===== src/rtl/sum_report_uart_tx_if.sv =====
// Request handshake carrying a sum to report over the UART.
// master drives sum_in/sum_valid; slave returns sum_ready.
interface sum_report_uart_tx_if #(
  parameter int SUM_W = 5
);
  logic [SUM_W-1:0] sum_in;
  logic             sum_valid;
  logic             sum_ready;

  modport master (
    output sum_in,
    output sum_valid,
    input  sum_ready
  );

  modport slave (
    input  sum_in,
    input  sum_valid,
    output sum_ready
  );
endinterface


===== src/rtl/sum_report_uart_tx.sv =====
// Formats a latched sum as two ASCII decimal digits plus CR LF and sends
// the 4 bytes as 8N1 UART frames. Ports: clk, reset_n, req (slave), uart_txd, uart_tx_busy.
module sum_report_uart_tx #(
  parameter int CLKS_PER_BIT = 434,
  parameter int SUM_W        = 5
) (
  input  logic                clk,
  input  logic                reset_n,
  sum_report_uart_tx_if.slave req,
  output logic                uart_txd,
  output logic                uart_tx_busy
);

  localparam int BW   = (CLKS_PER_BIT > 2) ? $clog2(CLKS_PER_BIT) : 1;
  localparam int MAXT = ((1 << SUM_W) - 1) / 10;

  typedef enum logic [1:0] {
    IDLE,
    START,
    DATA,
    STOP
  } state_t;

  state_t           state;
  logic [SUM_W-1:0] sum_q;
  logic [1:0]       byte_idx;
  logic [2:0]       bit_idx;
  logic [BW-1:0]    baud;
  logic [7:0]       shreg;
  logic             ready_q;

  logic [SUM_W-1:0] rem;
  logic [3:0]       tens;
  logic [3:0]       ones;
  logic [7:0]       tx_byte;
  logic             baud_last;

  assign req.sum_ready = ready_q;
  assign baud_last     = (baud == BW'(CLKS_PER_BIT - 1));

  // Decimal split by repeated constant subtraction of ten.
  always_comb begin
    rem  = sum_q;
    tens = '0;
    for (int i = 0; i < MAXT; i++) begin
      if (rem >= SUM_W'(10)) begin
        rem  = rem - SUM_W'(10);
        tens = tens + 4'd1;
      end
    end
    ones = 4'(rem);
  end

  always_comb begin
    tx_byte = 8'h0A;
    case (byte_idx)
      2'd0:    tx_byte = 8'h30 + {4'd0, tens};
      2'd1:    tx_byte = 8'h30 + {4'd0, ones};
      2'd2:    tx_byte = 8'h0D;
      default: tx_byte = 8'h0A;
    endcase
  end

  always_ff @(posedge clk or negedge reset_n) begin
    if (!reset_n) begin
      state        <= IDLE;
      sum_q        <= '0;
      byte_idx     <= '0;
      bit_idx      <= '0;
      baud         <= '0;
      shreg        <= '0;
      ready_q      <= 1'b1;
      uart_txd     <= 1'b1;
      uart_tx_busy <= 1'b0;
    end else begin
      case (state)
        IDLE: begin
          if (req.sum_valid && ready_q) begin
            sum_q        <= req.sum_in;
            state        <= START;
            byte_idx     <= '0;
            baud         <= '0;
            uart_txd     <= 1'b0;
            uart_tx_busy <= 1'b1;
            ready_q      <= 1'b0;
          end
        end
        START: begin
          if (baud_last) begin
            // Byte is loaded here so byte_idx has settled for this frame.
            baud     <= '0;
            state    <= DATA;
            bit_idx  <= '0;
            uart_txd <= tx_byte[0];
            shreg    <= {1'b0, tx_byte[7:1]};
          end else begin
            baud <= baud + BW'(1);
          end
        end
        DATA: begin
          if (baud_last) begin
            baud <= '0;
            if (bit_idx == 3'd7) begin
              state    <= STOP;
              uart_txd <= 1'b1;
            end else begin
              bit_idx  <= bit_idx + 3'd1;
              uart_txd <= shreg[0];
              shreg    <= {1'b0, shreg[7:1]};
            end
          end else begin
            baud <= baud + BW'(1);
          end
        end
        STOP: begin
          if (baud_last) begin
            baud <= '0;
            if (byte_idx == 2'd3) begin
              state        <= IDLE;
              uart_tx_busy <= 1'b0;
              ready_q      <= 1'b1;
            end else begin
              byte_idx <= byte_idx + 2'd1;
              state    <= START;
              uart_txd <= 1'b0;
            end
          end else begin
            baud <= baud + BW'(1);
          end
        end
        default: begin
          state <= IDLE;
        end
      endcase
    end
  end

endmodule


===== src/flat_wrapper.sv =====
// flat-port wrapper written by rule: the top's interface ports become plain ports
module sum_report_uart_tx_flat 
#(
  parameter int CLKS_PER_BIT = 434,
  parameter int SUM_W        = 5
)
  (clk, reset_n, uart_txd, uart_tx_busy, req_sum_in, req_sum_valid, req_sum_ready);
  sum_report_uart_tx_if #(.SUM_W(SUM_W)) req_i ();
  input  logic clk;
  input  logic reset_n;
  output logic uart_txd;
  output logic uart_tx_busy;
  input wire logic [$bits(req_i.sum_in)-1:0] req_sum_in;
  input wire logic [$bits(req_i.sum_valid)-1:0] req_sum_valid;
  output wire logic [$bits(req_i.sum_ready)-1:0] req_sum_ready;
  assign req_i.sum_in = req_sum_in;
  assign req_i.sum_valid = req_sum_valid;
  assign req_sum_ready = req_i.sum_ready;
  sum_report_uart_tx #(.CLKS_PER_BIT(CLKS_PER_BIT), .SUM_W(SUM_W)) u_core (.clk(clk), .reset_n(reset_n), .req(req_i), .uart_txd(uart_txd), .uart_tx_busy(uart_tx_busy));
endmodule

===== config.mk =====
export PLATFORM = sky130hd
export DESIGN_NAME = sum_report_uart_tx_flat
export DESIGN_NICKNAME = d
export VERILOG_FILES = /design/src/rtl/sum_report_uart_tx_if.sv /design/src/rtl/sum_report_uart_tx.sv /design/src/flat_wrapper.sv
export SDC_FILE = /design/constraint.sdc
export NUM_CORES = 1
export LEC_CHECK = 0
export CAP_MARGIN = 20
export CELL_PAD_IN_SITES_DETAIL_PLACEMENT = 1
export CELL_PAD_IN_SITES_GLOBAL_PLACEMENT = 1
export CORE_ASPECT_RATIO = 0.75
export CORE_UTILIZATION = 50
export CTS_CLUSTER_DIAMETER = 50
export DETAILED_ROUTE_END_ITERATION = 12
export PLACE_DENSITY = 0.94
export REMOVE_ABC_BUFFERS = 1
export SLEW_MARGIN = 10
export SYNTH_ARGS = -nofsm -noshare
export SYNTH_HDL_FRONTEND = slang
export SYNTH_SLANG_ARGS = --single-unit

===== constraint.sdc =====
create_clock -name clk -period 8.5 [get_ports clk]
set_clock_uncertainty 0.15 [all_clocks]
set_input_delay 1.7 -clock clk [delete_from_list [all_inputs] [get_ports clk]]
set_output_delay 1.7 -clock clk [all_outputs]
set_load 0.01 [all_outputs]

==> Implementation_results.wiki, run 1 <==
{| class="wikitable"
! Metric !! Value
|-
| Status || completed
|-
| GRT Residual Overflow || 0
|-
| Footprint of the flip-flops and latches || 728 um2
|-
| Power density over cell area || 379 nW/um2
|-
| Kind of start point of the critical path || flip-flop
|-
| Vias in the first global route || 2012
|-
| Class of the tightest hold or removal check || reg -> reg
|-
| Period Utilization, post-route || 44.2%
|-
| Portion of synthesized cell area occupied by the leading cell type || 29.0%
|-
| Number of buffers inserted by hold repair at cts || 0
|-
| Root buffer cell || sky130_fd_sc_hd__clkbuf_8
|-
| Number of instances in the synthesized netlist || 277
|-
| Final #Nets || 305
|-
| Worst Hold Path Cells || 2
|-
| Crit end category || flip-flop
|-
| Maximum number of pins on one net before global-route repair || 30
|-
| Worst-case clock buffer depth || 2
|-
| Clock slew at the register clock pins of the worst setup and hold paths || 0.07 ns
|-
| Insertion delay to the later sink of the worst-skew pair || 0.28 ns
|-
| Area occupied by multi-input gates || 1440 um2
|-
| Fill cells || 554
|-
| Initial DRC count || 65
|-
| Final hold violation count || 0
|-
| Unrepaired setup endpoints after global routing || no
|-
| Type of the worst setup path || reg -> reg
|-
| Finish-stage setup viols || 0
|-
| Maximum capacitance violations || 0
|-
| Top cells by count, synth || sky130_fd_sc_hd__nand2_1 (35), sky130_fd_sc_hd__dfrtp_1 (27), sky130_fd_sc_hd__o21ai_0 (23)
|-
| IR drop worst, VDD || 0.000198 V
|-
| Max-slew headroom || 63.7%
|-
| Number of flops mapped to enable cells by yosys || 0
|-
| F_max || 266 MHz
|-
| Layout Cells excl Fill || 338
|-
| Setup_tns || 0 ns
|-
| PortBufs || 10
|-
| GRT Util Overall || 26.8%
|-
| Die area || 4950 um2
|-
| Effective utilization at floorplan || 52.2%
|-
| TritonCTS clock tree || built
|-
| Die W || 80.9 um
|-
| Total via count in the routed design || 2043
|-
| Part of the Yosys area used for sequential elements || 31.2%
|-
| Row count || 21
|-
| Synthesized cell area || 2330 um2
|-
| Critical hold path startpoint || u_core.bit_idx[1]
|-
| Core area || 4470 um2
|-
| Clock sink count || 29
|-
| Worst path required time || 8.54 ns
|-
| Biggest fanout along the worst timing path || 17
|-
| CP startpoint || u_core.sum_q[1]
|-
| Wire length of the first global-routing pass || 9.94 mm
|-
| Count of unique library cells instantiated by Yosys || 61
|-
| Primary FF master, synth || sky130_fd_sc_hd__dfrtp_1
|-
| Least-Margin Pin Slew || 0.544 ns
|-
| Wire length after detailed routing || 6.03 mm
|-
| Detailed placer's ending HPWL || 4.24 mm
|-
| H-tree levels || 2
|-
| Worst Reg-to-Reg Cells || 12
|-
| Total instance count after detailed placement || 330
|-
| Number of antenna violations at the first check in global routing || 0
|-
| Average wire per standard cell || 17.9 um
|-
| Post-synthesis sequential element count || 29
|-
| Growth of design area from synthesis to finish || 6.86%
|-
| Number of nets with antenna violations after routing || 0
|-
| Synth top area cells || sky130_fd_sc_hd__dfrtp_1 (29%), sky130_fd_sc_hd__ha_1 (9.1%), sky130_fd_sc_hd__nand2_1 (5.6%), sky130_fd_sc_hd__o21ai_0 (4.9%), sky130_fd_sc_hd__a21oi_1 (3.6%)
|-
| Warnings from Yosys || 0
|-
| Max Slew Vio Count || 0
|-
| FFs w/ async S/R, synth || 100%
|-
| Final antenna diode count || 0
|-
| Standby leakage power || 1.08 nW
|-
| Ratio of cells with drive above 1 in the final layout || 12.5%
|-
| Mean post-synth cell area || 8.42 um2
|-
| Pre-Repair DR Iteration Count || 4
|-
| Buffer count from post-CTS setup fixing || 0
|-
| Avg Vias per Cell || 6.04
|-
| Origin of the critical flop-to-flop path || u_core.sum_q[1]
|-
| Area leader, netlist || sky130_fd_sc_hd__dfrtp_1
|-
| Number of CTS-inserted buffers || 5
|-
| Post-layout minimum cycle time || 3.76 ns
|-
| Count of instances resized after the clock tree is built || 0
|-
| Number of top-level pins || 11
|-
| Post-detailed-route DRC marker count || 0
|-
| Die extent in y || 61.2 um
|-
| Last weighted congestion value of the routability-driven placer || 0.883
|-
| Arrival @ worst endpoint || 3.80 ns
|-
| Most common cell in the synthesized netlist || sky130_fd_sc_hd__nand2_1
|}
## state kept, by name, indices dropped and copies added, names as in the netlist
signal                flops
u_core.uart_txd           1
u_core.baud               9
u_core.req.sum_ready      1
u_core.state              2
u_core.uart_tx_busy       1
u_core.byte_idx           2
u_core.sum_q              5
u_core.shreg              5
u_core.bit_idx            3
## path summary, 6_finish.rpt
check	end	slack, ns
max in group asynchronous	u_core.uart_txd	6.21
min in group asynchronous	u_core.bit_idx[1]	1.67
max	u_core.shreg[1]	4.74
min reg2reg	u_core.bit_idx[1]	0.37
max reg2reg	u_core.shreg[1]	4.74
min	u_core.bit_idx[1]	0.37
## placed cells by master (no fill, tap or decap), drive strengths merged, types with 7 or more instances in the layout
cell / instances
dfrtp: 27
nor2: 20
ha: 17
and3: 7
a31oi: 7
a21oi: 17
clkdlybuf4s50: 10
nor2b: 7
nand2: 35
inv: 14
mux2: 9
o21ai: 33
## through the flow
stage	power [W]	setup WS (ns)	utilization, %	hold WS, ns	instance area, um2
finish	0.000945	4.74	55.8	0.373	2490
global route	0.00103	4.46	55.8	0.404	2490
CTS	0.000940	4.78	55.8	0.378	2490
detailed placement	0.000811	4.84	53.9	0.364	2410
global placement	0.000780	5.01	53.9	0.345	2410
floorplan	0.000660	5.25	-	0.318	2220
## area by class of cell
class                           count  share of cell area, %
Sequential cell                    29                   29.2
Multi-Input combinational cell    218                   57.8
Clock buffer                        5                   2.76
Clock inverter                      3                  0.702
Tap cell                           57                   2.86
Inverter                           14                   2.11
Timing Repair Buffer               12                   4.62
## critical path: stages (launching register included)
cell,delay [ns]
sky130_fd_sc_hd__dfrtp_1,0.66
sky130_fd_sc_hd__inv_2,0.12
sky130_fd_sc_hd__ha_1,0.42
sky130_fd_sc_hd__nand2b_1,0.24
sky130_fd_sc_hd__o21ai_0,0.17
sky130_fd_sc_hd__a21oi_1,0.06
sky130_fd_sc_hd__o32a_1,0.37
sky130_fd_sc_hd__ha_1,0.30
sky130_fd_sc_hd__o21ai_0,0.13
sky130_fd_sc_hd__nor3_1,0.09
sky130_fd_sc_hd__a311oi_2,0.40
sky130_fd_sc_hd__mux2_4,0.34
sky130_fd_sc_hd__a221oi_2,0.22
## report_power, final
| part | internal (W) | switching [W] | total, W |
|---|---|---|---|
| registers | 0.000174 | 0.0000708 | 0.000245 |
| logic | 0.000241 | 0.000347 | 0.000587 |
| clock network | 0.0000564 | 0.0000562 | 0.000113 |
## kinds of logic (layout without fill, tap and decap cells)
kind of cell               after synthesis  in the layout  synth area share [%]
xor gates and xnor gates                 2              2                 0.751
DFF                                     29             29                  31.2
adders and majority gates               17             17                  9.12
buffers and inverters                   30             34                  7.08
AOI/OAI and AO/OA                       85             85                  23.9
and+or+nand+nor                        103            103                  22.6
muxes                                   11             11                  5.36
## routing by layer
metal  GRT usage [%]  part of all wire, %  up-vias  wire (um)
li1                -                    -      994          -
met1            38.0                   49      990       2940
met2            41.4                   46       49       2780
met3            5.78                  3.9       10        234
met4            8.16                  1.3        0         76
met5               0                    0        -          0
No activity file was read; power rests on OpenSTA's default activity.
==> run 2: changes to the inputs <==
--- a/config.mk
+++ b/config.mk
@@ -9,10 +9,10 @@
 export CELL_PAD_IN_SITES_DETAIL_PLACEMENT = 1
 export CELL_PAD_IN_SITES_GLOBAL_PLACEMENT = 1
 export CORE_ASPECT_RATIO = 0.75
-export CORE_UTILIZATION = 50
+export CORE_UTILIZATION = 46
 export CTS_CLUSTER_DIAMETER = 50
 export DETAILED_ROUTE_END_ITERATION = 12
-export PLACE_DENSITY = 0.94
+export PLACE_DENSITY = 0.89
 export REMOVE_ABC_BUFFERS = 1
 export SLEW_MARGIN = 10
 export SYNTH_ARGS = -nofsm -noshare
==> constraint.sdc (replaced) <==
create_clock -name clk -period 3.5 [get_ports clk]
set_clock_uncertainty 0.15 [all_clocks]
set_input_delay 0.7 -clock clk [delete_from_list [all_inputs] [get_ports clk]]
set_output_delay 0.7 -clock clk [all_outputs]
set_load 0.01 [all_outputs]
==> Implementation_results.wiki, run 2 (same netlist as run 1, synthesis figures left out) <==
{| class="wikitable"
! Metric !! Value
|-
| Worst Hold Path Cells || 1 (was 2)
|-
| IR drop worst, VDD || 0.000429 V (was 0.000198 V)
|-
| Kind of start point of the critical path || flip-flop (unchanged)
|-
| Insertion delay to the later sink of the worst-skew pair || 0.28 ns (about the same)
|-
| Register with the most flip-flops || u_core.baud (unchanged)
|-
| Finish-stage setup viols || 0 (unchanged)
|-
| Switching Power || 0.00115 W (was 0.000474 W)
|-
| Delay of the slowest cell on the worst path || 0.43 ns (was 0.66 ns)
|-
| Registers with the highest flip-flop counts || u_core.baud (9), u_core.shreg (5), u_core.sum_q (5) (unchanged)
|-
| Reg2Reg Setup Slack || 0.25 ns (was 4.74 ns)
|-
| Ratio of cells with drive above 1 in the final layout || 13.6% (was 12.5%)
|-
| Die W || 84.2 um (was 80.9 um)
|-
| Sw Share || 48.3% (was 50.1%)
|-
| Average wire per standard cell || 17.4 um (was 17.9 um)
|-
| Type of the worst setup path || reg -> reg (unchanged)
|-
| Die extent in y || 63.7 um (was 61.2 um)
|-
| Wire length after detailed routing || 6.02 mm (was 6.03 mm)
|-
| Maximum number of pins on one net before global-route repair || 30 (unchanged)
|-
| Post-layout minimum cycle time || 3.25 ns (was 3.76 ns)
|-
| Share of total power in the clock network || 11.0% (was 11.9%)
|-
| Sequential Power Share || 23.4% (was 25.9%)
|-
| Least-Margin Pin Slew || 0.549 ns (was 0.544 ns)
|-
| Commonest cells after routing, fill and taps aside || sky130_fd_sc_hd__nand2_1 (35), sky130_fd_sc_hd__dfrtp_1 (27), sky130_fd_sc_hd__o21ai_0 (23) (unchanged)
|-
| Number of CTS-inserted buffers || 5 (unchanged)
|-
| Number of antenna violations at the first check in global routing || 0 (unchanged)
|-
| Final hold violation count || 0 (unchanged)
|-
| Class of the tightest hold or removal check || reg -> reg (unchanged)
|-
| Wire length of the first global-routing pass || 9.67 mm (was 9.94 mm)
|-
| Worst-case clock buffer depth || 2 (unchanged)
|-
| PortBufs || 10 (unchanged)
|-
| Worst path required time || 3.54 ns (was 8.54 ns)
|-
| Most common cell after layout, fill and taps aside || sky130_fd_sc_hd__nand2_1 (unchanged)
|-
| Period Utilization, post-route || 92.7% (was 44.2%)
|-
| Number of nets with antenna violations after routing || 0 (unchanged)
|-
| Critical-path top delay cell || sky130_fd_sc_hd__ha_2 (was sky130_fd_sc_hd__dfrtp_1)
|-
| Max Slew Vio Count || 0 (unchanged)
|-
| Growth of design area from synthesis to finish || 8.79% (was 6.86%)
|-
| Row count || 22 (was 21)
|-
| F_max || 308 MHz (was 266 MHz)
|-
| Pre-Repair DR Iteration Count || 8 (was 4)
|-
| Detailed placer's ending HPWL || 4.39 mm (was 4.24 mm)
|-
| Arrival @ worst endpoint || 3.28 ns (was 3.80 ns)
|-
| Setup_tns || 0 ns (unchanged)
|-
| Violated checks || design-rule violations
|-
| Maximum capacitance violations || 0 (unchanged)
|-
| Power density over cell area || 941 nW/um2 (was 379 nW/um2)
|-
| Cells traversed along the worst timing path || inv_1 > ha_2 > nor4b_1 > a21oi_1 > nor3b_1 > nand2_1 > o21ai_0 > ha_2 > o21ai_0 > nor3_1 > a311oi_2 > buf_4 > mux2_4 > a221oi_2 (was inv_2 > ha_1 > nand2b_1 > o21ai_0 > a21oi_1 > o32a_1 > ha_1 > o21ai_0 > nor3_1 > a311oi_2 > mux2_4 > a221oi_2)
|-
| Final #Nets || 310 (was 305)
|-
| Post-detailed-route DRC marker count || 2 (was 0)
|-
| GRT Residual Overflow || 0 (unchanged)
|-
| Internal cell power || 0.00123 W (was 0.000471 W)
|-
| Worst Reg-to-Reg Cells || 14 (was 12)
|-
| R2R Path End || u_core.shreg[1] (unchanged)
|-
| Last weighted congestion value of the routability-driven placer || 0.816 (was 0.883)
|-
| Final antenna diode count || 0 (unchanged)
|-
| Vias in the first global route || 1923 (was 2012)
|-
| Count of buffer and inverter cells on the critical path || 2 (was 1)
|-
| Initial DRC count || 101 (was 65)
|-
| Clock slew at the register clock pins of the worst setup and hold paths || 0.06 ns (was 0.07 ns)
|-
| Largest register FFs || 9 (unchanged)
|-
| Minimum hold slack || 0.370 ns (was 0.373 ns)
|-
| Origin of the critical flop-to-flop path || u_core.sum_q[2] (was u_core.sum_q[1])
|-
| Unrepaired setup endpoints after global routing || no (unchanged)
|-
| End-of-flow core utilization || 52.1% (was 55.8%)
|-
| Effective utilization at floorplan || 47.9% (was 52.2%)
|-
| Instance count on the critical path || 14 (was 12)
|-
| Worst Hold Endpoint || u_core.shreg[4] (was u_core.bit_idx[1])
|-
| Clock sink count || 29 (unchanged)
|-
| Core area || 4870 um2 (was 4470 um2)
|-
| Die area || 5360 um2 (was 4950 um2)
|-
| H-tree levels || 2 (unchanged)
|-
| Standby leakage power || 1.10 nW (was 1.08 nW)
|-
| Avg Vias per Cell || 6.01 (was 6.04)
|-
| Status || complete, but fails checks (was completed)
|-
| Max-slew headroom || 63.4% (was 63.7%)
|-
| Root buffer cell || sky130_fd_sc_hd__clkbuf_8 (unchanged)
|-
| GRT Util Overall || 23.2% (was 26.8%)
|-
| Biggest fanout along the worst timing path || 9 (was 17)
|-
| Share of power burned in combinational logic || 65.7% (was 62.2%)
|-
| Cell type group with the largest total delay on the critical path || compound AO/OA/AOI/OAI gates (unchanged)
|-
| Number of top-level pins || 11 (unchanged)
|-
| Crit end category || flip-flop (unchanged)
|-
| Total via count in the routed design || 2081 (was 2043)
|-
| TritonCTS clock tree || built (unchanged)
|-
| Critical hold path startpoint || u_core.shreg[4] (was u_core.bit_idx[1])
|-
| CP startpoint || u_core.sum_q[2] (was u_core.sum_q[1])
|}
[run 2: cell count changes in the layout (fill, tap and decap cells not counted), sizes merged]
cell	previous run	this run
buf	2	7
clkbuf	5	8
clkinv	2	0
clkinvlp	1	0
[run 2: final cells by class]
cell class / count / area, um2
fill: 607 / 2330
inverter: 14 / 52.6
sequential: 29 / 728
clock buffer: 8 / 80.1
multi-input combinational: 218 / 1450
tap: 60 / 75.1
timing repair buffer: 17 / 153
[run 2: worst max path at each step]
stage	to	slack (ns)
global placement	u_core.shreg[1]	0.31
finish	u_core.shreg[1]	0.25
global route	u_core.shreg[1]	0.03
detailed placement	u_core.shreg[1]	0.12
floorplan	u_core.shreg[1]	0.25
CTS	u_core.shreg[1]	0.13
[run 2: worst register-to-register path, cell delays in order, from the launching register on]
cell and delay (ns):
sky130_fd_sc_hd__dfrtp_1 0.35, sky130_fd_sc_hd__inv_1 0.08, sky130_fd_sc_hd__ha_2 0.43, sky130_fd_sc_hd__nor4b_1 0.07, sky130_fd_sc_hd__a21oi_1 0.25, sky130_fd_sc_hd__nor3b_1 0.28
sky130_fd_sc_hd__nand2_1 0.12, sky130_fd_sc_hd__o21ai_0 0.09, sky130_fd_sc_hd__ha_2 0.26, sky130_fd_sc_hd__o21ai_0 0.10, sky130_fd_sc_hd__nor3_1 0.21, sky130_fd_sc_hd__a311oi_2 0.06
sky130_fd_sc_hd__buf_4 0.16, sky130_fd_sc_hd__mux2_4 0.30, sky130_fd_sc_hd__a221oi_2 0.25
[run 2: metal layers]
layer,up-vias,track usage (%),part of all wire [%]
li1,1011,-,-
met1,1032,33.4,50
met2,33,35.8,47
met3,5,5.11,3.0
met4,0,4.53,0.42
met5,-,0,0
[run 2: what timing repair did]
item                       4_1_cts  5_1_grt
hold buffers                     0        0
gates resized for setup          0        3
setup endpoints to repair        0        2
setup buffers                    0        2
[run 2: per-stage QoR]
stage          cell area (um2)  total power [W]  worst slack (ns)  std cells
2_1_floorplan             2220          0.00160             0.249        261
3_3_place_gp              2430          0.00195             0.314        336
3_5_place_dp              2430          0.00202             0.123        336
4_1_cts                   2510          0.00230             0.130        344
5_1_grt                   2540          0.00259            0.0280        346
6_report                  2540          0.00239             0.254        346
[run 2: power by group through the flow]
stage | Clock, W | Sequential (W) | Combinational (W)
detailed placement | 0 | 0.000558 | 0.00147
global placement | 0 | 0.000550 | 0.00140
floorplan | 0 | 0.000549 | 0.00105
global route | 0.000283 | 0.000574 | 0.00173
finish | 0.000262 | 0.000558 | 0.00157
CTS | 0.000271 | 0.000554 | 0.00148
==> run 3: changes to the inputs <==
--- a/config.mk
+++ b/config.mk
@@ -11,6 +11,7 @@
 export CORE_ASPECT_RATIO = 0.75
 export CORE_UTILIZATION = 46
 export CTS_CLUSTER_DIAMETER = 50
+export CTS_CLUSTER_SIZE = 16
 export DETAILED_ROUTE_END_ITERATION = 12
 export PLACE_DENSITY = 0.89
 export REMOVE_ABC_BUFFERS = 1
==> results of run 3 <==
No change in the layout: final DEF, timing and power equal those of run 2.
